**src/rtl/calc_pkg.sv**
```systemverilog
// Shared types for the calculator core: number format and ALU arbiter state.
package calc_pkg;

    // Magnitude width of a calculator number (signed, hundredths).
    localparam int unsigned NumW = 16;

    // Number of requesters sharing the alu_add instance.
    localparam int unsigned NumAluReq = 2;

    // Calculator number: sticky error flag plus a fixed-point value.
    typedef struct packed {
        logic            error;
        logic [NumW-1:0] value;
    } num_t;

    // Shared alu_add arbiter states.
    typedef enum logic [1:0] {
        S_IDLE    = 2'd0,
        S_ISSUE   = 2'd1,
        S_WAIT    = 2'd2,
        S_RESPOND = 2'd3
    } alu_arb_state_t;

endpackage

```
**src/rtl/calc_rr_pick.sv**
```systemverilog
// Round-robin pick: first set valid bit at or after base, wrapping modulo N.
module calc_rr_pick #(
    parameter int unsigned N = 2,
    localparam int unsigned IdxW = (N > 1) ? $clog2(N) : 1
) (
    input  logic [N-1:0]    valid,
    input  logic [IdxW-1:0] base,
    output logic [IdxW-1:0] winner,
    output logic            any_valid
);

    logic [IdxW-1:0] idx;

    // Scan from base upward with wrap; the first hit wins.
    always_comb begin
        winner    = '0;
        any_valid = 1'b0;
        idx       = '0;
        for (int unsigned i = 0; i < N; i++) begin
            idx = IdxW'((32'(base) + i) % N);
            if (!any_valid && valid[idx]) begin
                winner    = idx;
                any_valid = 1'b1;
            end
        end
    end

endmodule

```
**src/rtl/alu_add_arbiter.sv**
```systemverilog
// Shares one alu_add between NumReq requesters, one operation in flight.
module alu_add_arbiter
    import calc_pkg::*;
#(
    parameter int unsigned NumReq = NumAluReq
) (
    input  logic              clk_i,
    input  logic              rst_ni,
    input  num_t              req_left_i  [NumReq],
    input  num_t              req_right_i [NumReq],
    input  logic [NumReq-1:0] req_valid_i,
    output logic [NumReq-1:0] req_ready_o,
    output num_t              rsp_result_o,
    output logic [NumReq-1:0] rsp_valid_o,
    input  logic [NumReq-1:0] rsp_ready_i,
    output num_t              alu_left_o,
    output num_t              alu_right_o,
    output logic              alu_in_valid_o,
    input  logic              alu_in_ready_i,
    input  num_t              alu_result_i,
    input  logic              alu_out_valid_i,
    output logic              alu_out_ready_o
);

    localparam int unsigned IdxW = $clog2(NumReq);

    alu_arb_state_t  state_q, state_d;
    logic [IdxW-1:0] rr_q, rr_d;
    logic [IdxW-1:0] grant_q, grant_d;
    num_t            left_q, left_d;
    num_t            right_q, right_d;
    num_t            result_q, result_d;
    logic [IdxW-1:0] winner;
    logic            any_valid;

    calc_rr_pick #(
        .N (NumReq)
    ) u_pick (
        .valid     (req_valid_i),
        .base      (rr_q),
        .winner    (winner),
        .any_valid (any_valid)
    );

    // State and datapath registers; reset drops any transaction in flight.
    always_ff @(posedge clk_i or negedge rst_ni) begin
        if (!rst_ni) begin
            state_q  <= S_IDLE;
            rr_q     <= '0;
            grant_q  <= '0;
            left_q   <= '0;
            right_q  <= '0;
            result_q <= '0;
        end else begin
            state_q  <= state_d;
            rr_q     <= rr_d;
            grant_q  <= grant_d;
            left_q   <= left_d;
            right_q  <= right_d;
            result_q <= result_d;
        end
    end

    // Next state and outputs; ready in idle is gated by reset so outputs are 0 in reset.
    always_comb begin
        state_d         = state_q;
        rr_d            = rr_q;
        grant_d         = grant_q;
        left_d          = left_q;
        right_d         = right_q;
        result_d        = result_q;
        req_ready_o     = '0;
        rsp_valid_o     = '0;
        rsp_result_o    = '0;
        alu_left_o      = '0;
        alu_right_o     = '0;
        alu_in_valid_o  = 1'b0;
        alu_out_ready_o = 1'b0;

        unique case (state_q)
            S_IDLE: begin
                if (rst_ni && any_valid) begin
                    req_ready_o[winner] = 1'b1;
                    left_d              = req_left_i[winner];
                    right_d             = req_right_i[winner];
                    grant_d             = winner;
                    state_d             = S_ISSUE;
                end
            end
            S_ISSUE: begin
                alu_in_valid_o = 1'b1;
                alu_left_o     = left_q;
                alu_right_o    = right_q;
                if (alu_in_ready_i) begin
                    state_d = S_WAIT;
                end
            end
            S_WAIT: begin
                alu_out_ready_o = 1'b1;
                if (alu_out_valid_i) begin
                    result_d = alu_result_i;
                    state_d  = S_RESPOND;
                end
            end
            S_RESPOND: begin
                rsp_valid_o[grant_q] = 1'b1;
                rsp_result_o         = result_q;
                if (rsp_ready_i[grant_q]) begin
                    rr_d    = (grant_q == IdxW'(NumReq - 1)) ? '0 : IdxW'(32'(grant_q) + 32'd1);
                    state_d = S_IDLE;
                end
            end
            default: state_d = S_IDLE;
        endcase
    end

endmodule
```
**config.mk**
```make
export PLATFORM = sky130hd
export DESIGN_NAME = alu_add_arbiter
export DESIGN_NICKNAME = d
export VERILOG_FILES = /design/src/rtl/calc_pkg.sv /design/src/rtl/calc_rr_pick.sv /design/src/rtl/alu_add_arbiter.sv
export SDC_FILE = /design/constraint.sdc
export NUM_CORES = 1
export LEC_CHECK = 0
export ABC_CLOCK_PERIOD_IN_PS = 1950
export CAP_MARGIN = 20
export CORE_ASPECT_RATIO = 1.4
export CORE_UTILIZATION = 25
export CTS_BUF_LIST = sky130_fd_sc_hd__clkbuf_4 sky130_fd_sc_hd__clkbuf_8 sky130_fd_sc_hd__clkbuf_16
export DETAILED_ROUTE_END_ITERATION = 7
export SLEW_MARGIN = 20
export SYNTH_ARGS = -nofsm -noshare
export SYNTH_HDL_FRONTEND = slang
export SYNTH_HIERARCHICAL = 1
export SYNTH_SLANG_ARGS = --single-unit
```
**constraint.sdc**
```tcl
create_clock -name clk_i -period 1.95 [get_ports clk_i]
set_input_delay 0.195 -clock clk_i [delete_from_list [all_inputs] [get_ports clk_i]]
set_output_delay 0.195 -clock clk_i [all_outputs]
set_load 0.02 [all_outputs]
```
==> results.toml <==
[timing]
period_share_pct = 96.2
relSlewSlack_pct = 52.2
setup_viol = 0
min_period_ns = 1.88
fmax_mhz = 533
fin_skew_ns = 0.00620
finalHoldViolCount = 0
drv_slew = 0
whs_ns = 0.0754
worstMarginPinSlew_ns = 0.717
layout_setup_ws_ns = 0.0740

[final_layout]
multiInputGateArea_sq_mm = 0.00140
final_common_cell = "clkdlybuf4s50_1"
drive_gt1_share_pct = 12.7
diodes = 0
regArea_sq_mm = 0.00138
area_growth_syn_to_layout_pct = 61.7
layout_common_cells = "91 x clkdlybuf4s50_1, 55 x dfrtp_1, 52 x and2_1"
fillers = 1094
nNetsFinal = 522

[placement]
gp_congestion = 0.680
dp_slack_ns = -0.106
dp_hpwl_um = 5560
io_buffer_count = 149

[yosys]
synth_seq_area_share_pct = 48.6
syn_nets = 370
ys_ff_latch = 55
syn_avg_cell_area_sq_um = 10.4
yosys_warnings = 6
synth.distinct_cells = 22
syn_inst = 272
mappedNetlistArea_sq_mm = 0.00283

[detailed_routing]
num_vias = 2415
routed_via_density = 4.27
routed_wirelength_um = 7290
ant_nets = 0
topRoutingLayerUsed = "met4"
drc_errors = 0
dr.pass1.iters = 4
dr_wl_met2_um = 3750
wl_met3_um = 542
drt_first_iter_violations = 46
wl_per_cell_um = 12.9
wl_met1_um = 2890

[worst_setup_path]
end_kind = "output pin"
reg2reg_from = "state_q[0]"
cp.arrival_ns = 1.68
crit_start = "state_q[1]"
cp_max_fo = 12
worstSetupPathType = "reg -> out"
start_kind = "flop"
critPathRequiredTime_ns = 1.75

[clock_tree]
holdBufCountCts = 0
ctsHtreeMaxLevel = 2
insertion_delay_ns = 0.29
clk_path_buf_depth = 2
numCtsBuffers = 5
clkSinkCount = 55
cts_tree = "done"
path_clk_slew_ns = 0.07
cts_root_buffer = "clkbuf_16"

[power]
vdd_drop_max_uv = 372
pwr_density_cell_mw_per_mm2 = 1220
p_total_mw = 5.57
leakage_nw = 2.22

[grt]
grt_overflow = 0
grt_start_max_net_pins = 56
grt_pass1_wl_um = 12200
grt_usage_pct = 13.2
antenna_found_initial = 0
grt_pass1_vias = 2521

[run_status]
status = "finished clean"

[die]
die_x_um = 91.9
rows = 45
die-height_um = 128
core-area_sq_mm = 0.0109
boundaryPins = 150
start_util_pct = 25.9
die_area_sq_mm = 0.0118

[hold_path]
hold_class = "in -> async"

[run]
cap_violations = 0
## per-stage QoR
step           std cells  area, sq um  setup TNS [ns]  utilization, %
3_3_place_gp         555         4520          -0.125            41.4
5_1_grt              566         4580        -0.00425            41.9
2_1_floorplan        272         2830               0               -
6_report             566         4580               0            41.9
4_1_cts              565         4650               0            42.6
3_5_place_dp         555         4520           -1.20            41.4
## critical path: stages, from the launching register on
cell	delay [ns]
dfrtp_1	0.40
buf_4	0.15
ha_4	0.19
buf_4	0.18
and2_1	0.15
dlygate4sd2_1	0.31
## cells by family after synthesis
kind of cell | after synthesis | synth area share (%)
buffers and inverters | 21 | 3.01
AOI/OAI and AO/OA | 40 | 8.13
and+or+nand+nor | 97 | 18.0
adders and majority gates | 5 | 2.21
DFF | 55 | 48.6
muxes | 54 | 20.0
## per-layer routing
metal | vias to the layer above | track usage (%)
met5 | - | 0
met4 | 0 | 4.14
met3 | 8 | 3.97
met2 | 91 | 23.9
met1 | 1108 | 14.7
li1 | 1208 | -
## state kept, by name (all words and copies together) (netlist names)
register	cells
left_q	17
result_q	17
right_q	17
state_q	2
grant_q	1
rr_q	1
## synthesized netlist by cell type, drive strengths merged
master   number  share of area (%)
mux2         18                7.3
a21boi        2               0.53
o21ai        35                6.2
clkbuf       12                1.6
nand3         1               0.18
and2         52                 11
a21oi         1               0.18
a2111oi       1               0.97
a21o          1               0.27
dfrtp        55                 49
mux2i        36                 13
nor2b         1               0.22
ha            5                2.2
or2           1               0.22
nand2        37                4.9
inv           4               0.53
nor2          3               0.40
buf           5               0.88
and2b         2               0.57
## where the power goes
part	total (mW)	switching [mW]	internal (mW)	leakage (nW)
registers	1.93	0.250	1.68	0.674
logic	2.62	1.39	1.24	1.46
clock network	1.02	0.414	0.606	0.0838
## final timing paths
path,to,depth (start not counted),slack [ns]
max,rsp_result_o[5],5,0.07
min,grant_q,2,0.08
max reg2reg,state_q[1],5,0.17
min reg2reg,right_q[9],2,0.48
max in group asynchronous,left_q[10],2,1.37
min in group clk_i,grant_q,4,0.35
## cell type report
class,instances,area share [%]
Timing Repair Buffer,162,31.5
Clock inverter,3,0.957
Sequential cell,55,30.1
Clock buffer,5,2.73
Multi-Input combinational cell,196,30.6
Inverter,4,0.328
Tap cell,141,3.85
## timing repair
action,CTS,global route
buffers inserted,2,1
gates resized for setup,59,53
endpoints found under the setup margin,55,43
(Power assumes the default switching activity.)
==> variant, RTL diff (same settings) <==
Change the package constant `NumW` from 16 to 32.
--- a/src/rtl/calc_pkg.sv
+++ b/src/rtl/calc_pkg.sv
@@ -3,5 +3,5 @@
 
     // Magnitude width of a calculator number (signed, hundredths).
-    localparam int unsigned NumW = 16;
+    localparam int unsigned NumW = 32;
 
     // Number of requesters sharing the alu_add instance.
Ports: changed (6 resized); port bits go from 150 to 278. The function was not compared with the original's and may differ.
==> variant against the unedited design <==
Area after synthesis up 84%; clock skew up 2.1 ps; largest power group unchanged; sequential cell count up 48; design area up 90%; sequential share of layout area down 0.41 points; critical path type unchanged; power up 88%; global-route usage up 1.6 points; wire length up 110%; worst setup slack worse by 36 ps; critical endpoint is now req_ready_o[1].
==> variant: results (changes against the unedited design) <==
Run status
  • Status: complete, no violations (unchanged)

Clock tree
  • Htree depth: 3 (was 2)
  • Setup bufs post-CTS: 0 (was 2)
  • Cts repair resizes: 260 (was 59)
  • Clk_lat worst skew: 350 ps (was 290 ps)
  • CTS buffer count: 9 (was 5)
  • Hold buffers post-CTS: 1 (was 0)

Global routing
  • GR Util met3: 2.11% (was 3.97%)
  • Vias in the first global route: 4382 (was 2521)
  • Routing usage on met2: 27.2% (was 23.9%)
  • Largest net degree at the start of global routing: 69 (was 56)
  • Total GRT Usage: 14.8% (was 13.2%)
  • First-pass GRT wire length: 23.9 mm (was 12.2 mm)
  • Met1 Track Usage GR: 16.8% (was 14.7%)

Logic synthesis
  • Post-Synth Adder-Cell Area: 1.20% (was 2.21%)
  • Main area contributors after synthesis: dfrtp_1 (50%), mux2i_1 (13%), and2_1 (12%) (was dfrtp_1 (49%), mux2i_1 (13%), and2_1 (11%))
  • Yosys cell types: 24 (was 22)
  • Synth Net Count: 677 (was 370)
  • Synth Area per Inst: 10.4 um^2 (about the same)
  • Post-synthesis mux area share: 20.5% (was 20.0%)
  • Seq/Total Area, Yosys: 49.5% (was 48.6%)
  • Synth top cells by count: dfrtp_1 (103), and2_1 (100), nand2_1 (69) (was dfrtp_1 (55), and2_1 (52), nand2_1 (37))
  • Compound-Gate Fraction of Synth Area: 7.50% (was 8.13%)

Detailed routing
  • 1st-iter DRT viols: 134 (was 46)
  • Met3 wire len: 840 um (was 542 um)
  • DR WL/cell: 15.1 um (was 12.9 um)
  • Met2 wire len: 8.38 mm (was 3.75 mm)
  • Routed vias/inst: 4.29 (was 4.27)
  • Wl on met1: 6.13 mm (was 2.89 mm)

Timing
  • Slew margin rel.: 63.3% (was 52.2%)
  • Skew final: 8.26 ps (was 6.20 ps)
  • Hold WS: 426 ps (was 75.4 ps)
  • Setup ws final: 38.0 ps (was 74.0 ps)

Placement
  • Dpl hpwl: 11.6 mm (was 5.56 mm)
  • PortBufs: 277 (was 149)
  • RD Place Congestion: 0.738 (was 0.680)
  • Place WS: -11.5 ps (was -106 ps)

Critical path
  • FF-to-FF setup slack: 150 ps (was 170 ps)
  • Arr. time, crit path: 1720 ps (was 1680 ps)
  • Slowest cell delay on critical path: 440 ps (was 400 ps)
  • R2R cell count: 5 (unchanged)
  • CP Max Fanout: 33 (was 12)

Power
  • Leak Pwr: 0.00390 uW (was 0.00222 uW)
  • Maximum VDD drop: 480 uV (was 372 uV)

Min path
  • Min-Delay Path Class: in2reg (was in2async)

Cells and area
  • Share of layout cells above drive strength 1: 19.3% (was 12.7%)
  • Nets: 950 (was 522)
  • Biggest regs: left_q x33, result_q x33, right_q x33 (was left_q x17, result_q x17, right_q x17)
[variant: changes by cell type in the layout (fill, tap and decap cells not counted), sizes merged, moves of 8 or more]
cell / unedited run / this run
dlygate4sd2: 27 / 3
clkdlybuf4s15: 5 / 63
and2: 52 / 100
o21ai: 35 / 67
clkdlybuf4s50: 91 / 171
clkbuf: 29 / 46
dfrtp: 55 / 103
mux2i: 36 / 68
nand2: 37 / 69
buf: 15 / 23
mux2: 18 / 34
[variant: layout make-up]
type,instances,area [um^2]
fillers,2062,11800
multi-input cells,356,2510
well taps,256,320
clock buffers,9,225
flip-flops and latches,103,2580
clock inverters,7,87.6
inverters,4,15.0
repair buffers,298,2960
[variant: worst max path at each step]
stage,startpoint,end,depth (start not counted)
floorplan,state_q[1],state_q[1],5
global route,state_q[0],req_ready_o[1],7
finish,state_q[0],req_ready_o[1],7
detailed placement,req_valid_i[1],right_q[28],7
global placement,req_valid_i[1],right_q[28],7
CTS,state_q[0],req_ready_o[1],7
[variant: report_power, final]
group / internal [uW] / switching, uW / leakage, uW
registers: 3140 / 433 / 0.00127
logic: 2360 / 2640 / 0.00248
clock network: 1030 / 887 / 0.000154
total: 6530 / 3960 / 0.00390
[variant: critical path, delay by kind of cell (launching register included)]
kind	cells	cell delay [ps]
AND/OR/NAND/NOR	2	180
flip-flops	1	440
buffers and inverters	4	580
adder cells (fa/ha/maj)	1	160
[variant: cell families after synthesis]
family,after synthesis
simple gates,177
buf+inv,40
fa+ha+maj,5
flops,103
compound gates,72
mux,102
[variant: metrics by stage]
stage,power [uW],cells,area [um^2]
6_report,10500,1033,8690
5_1_grt,11300,1033,8690
4_1_cts,10700,1032,8800
3_5_place_dp,8990,1015,8410
3_3_place_gp,8910,1015,8410
2_1_floorplan,6470,499,5200
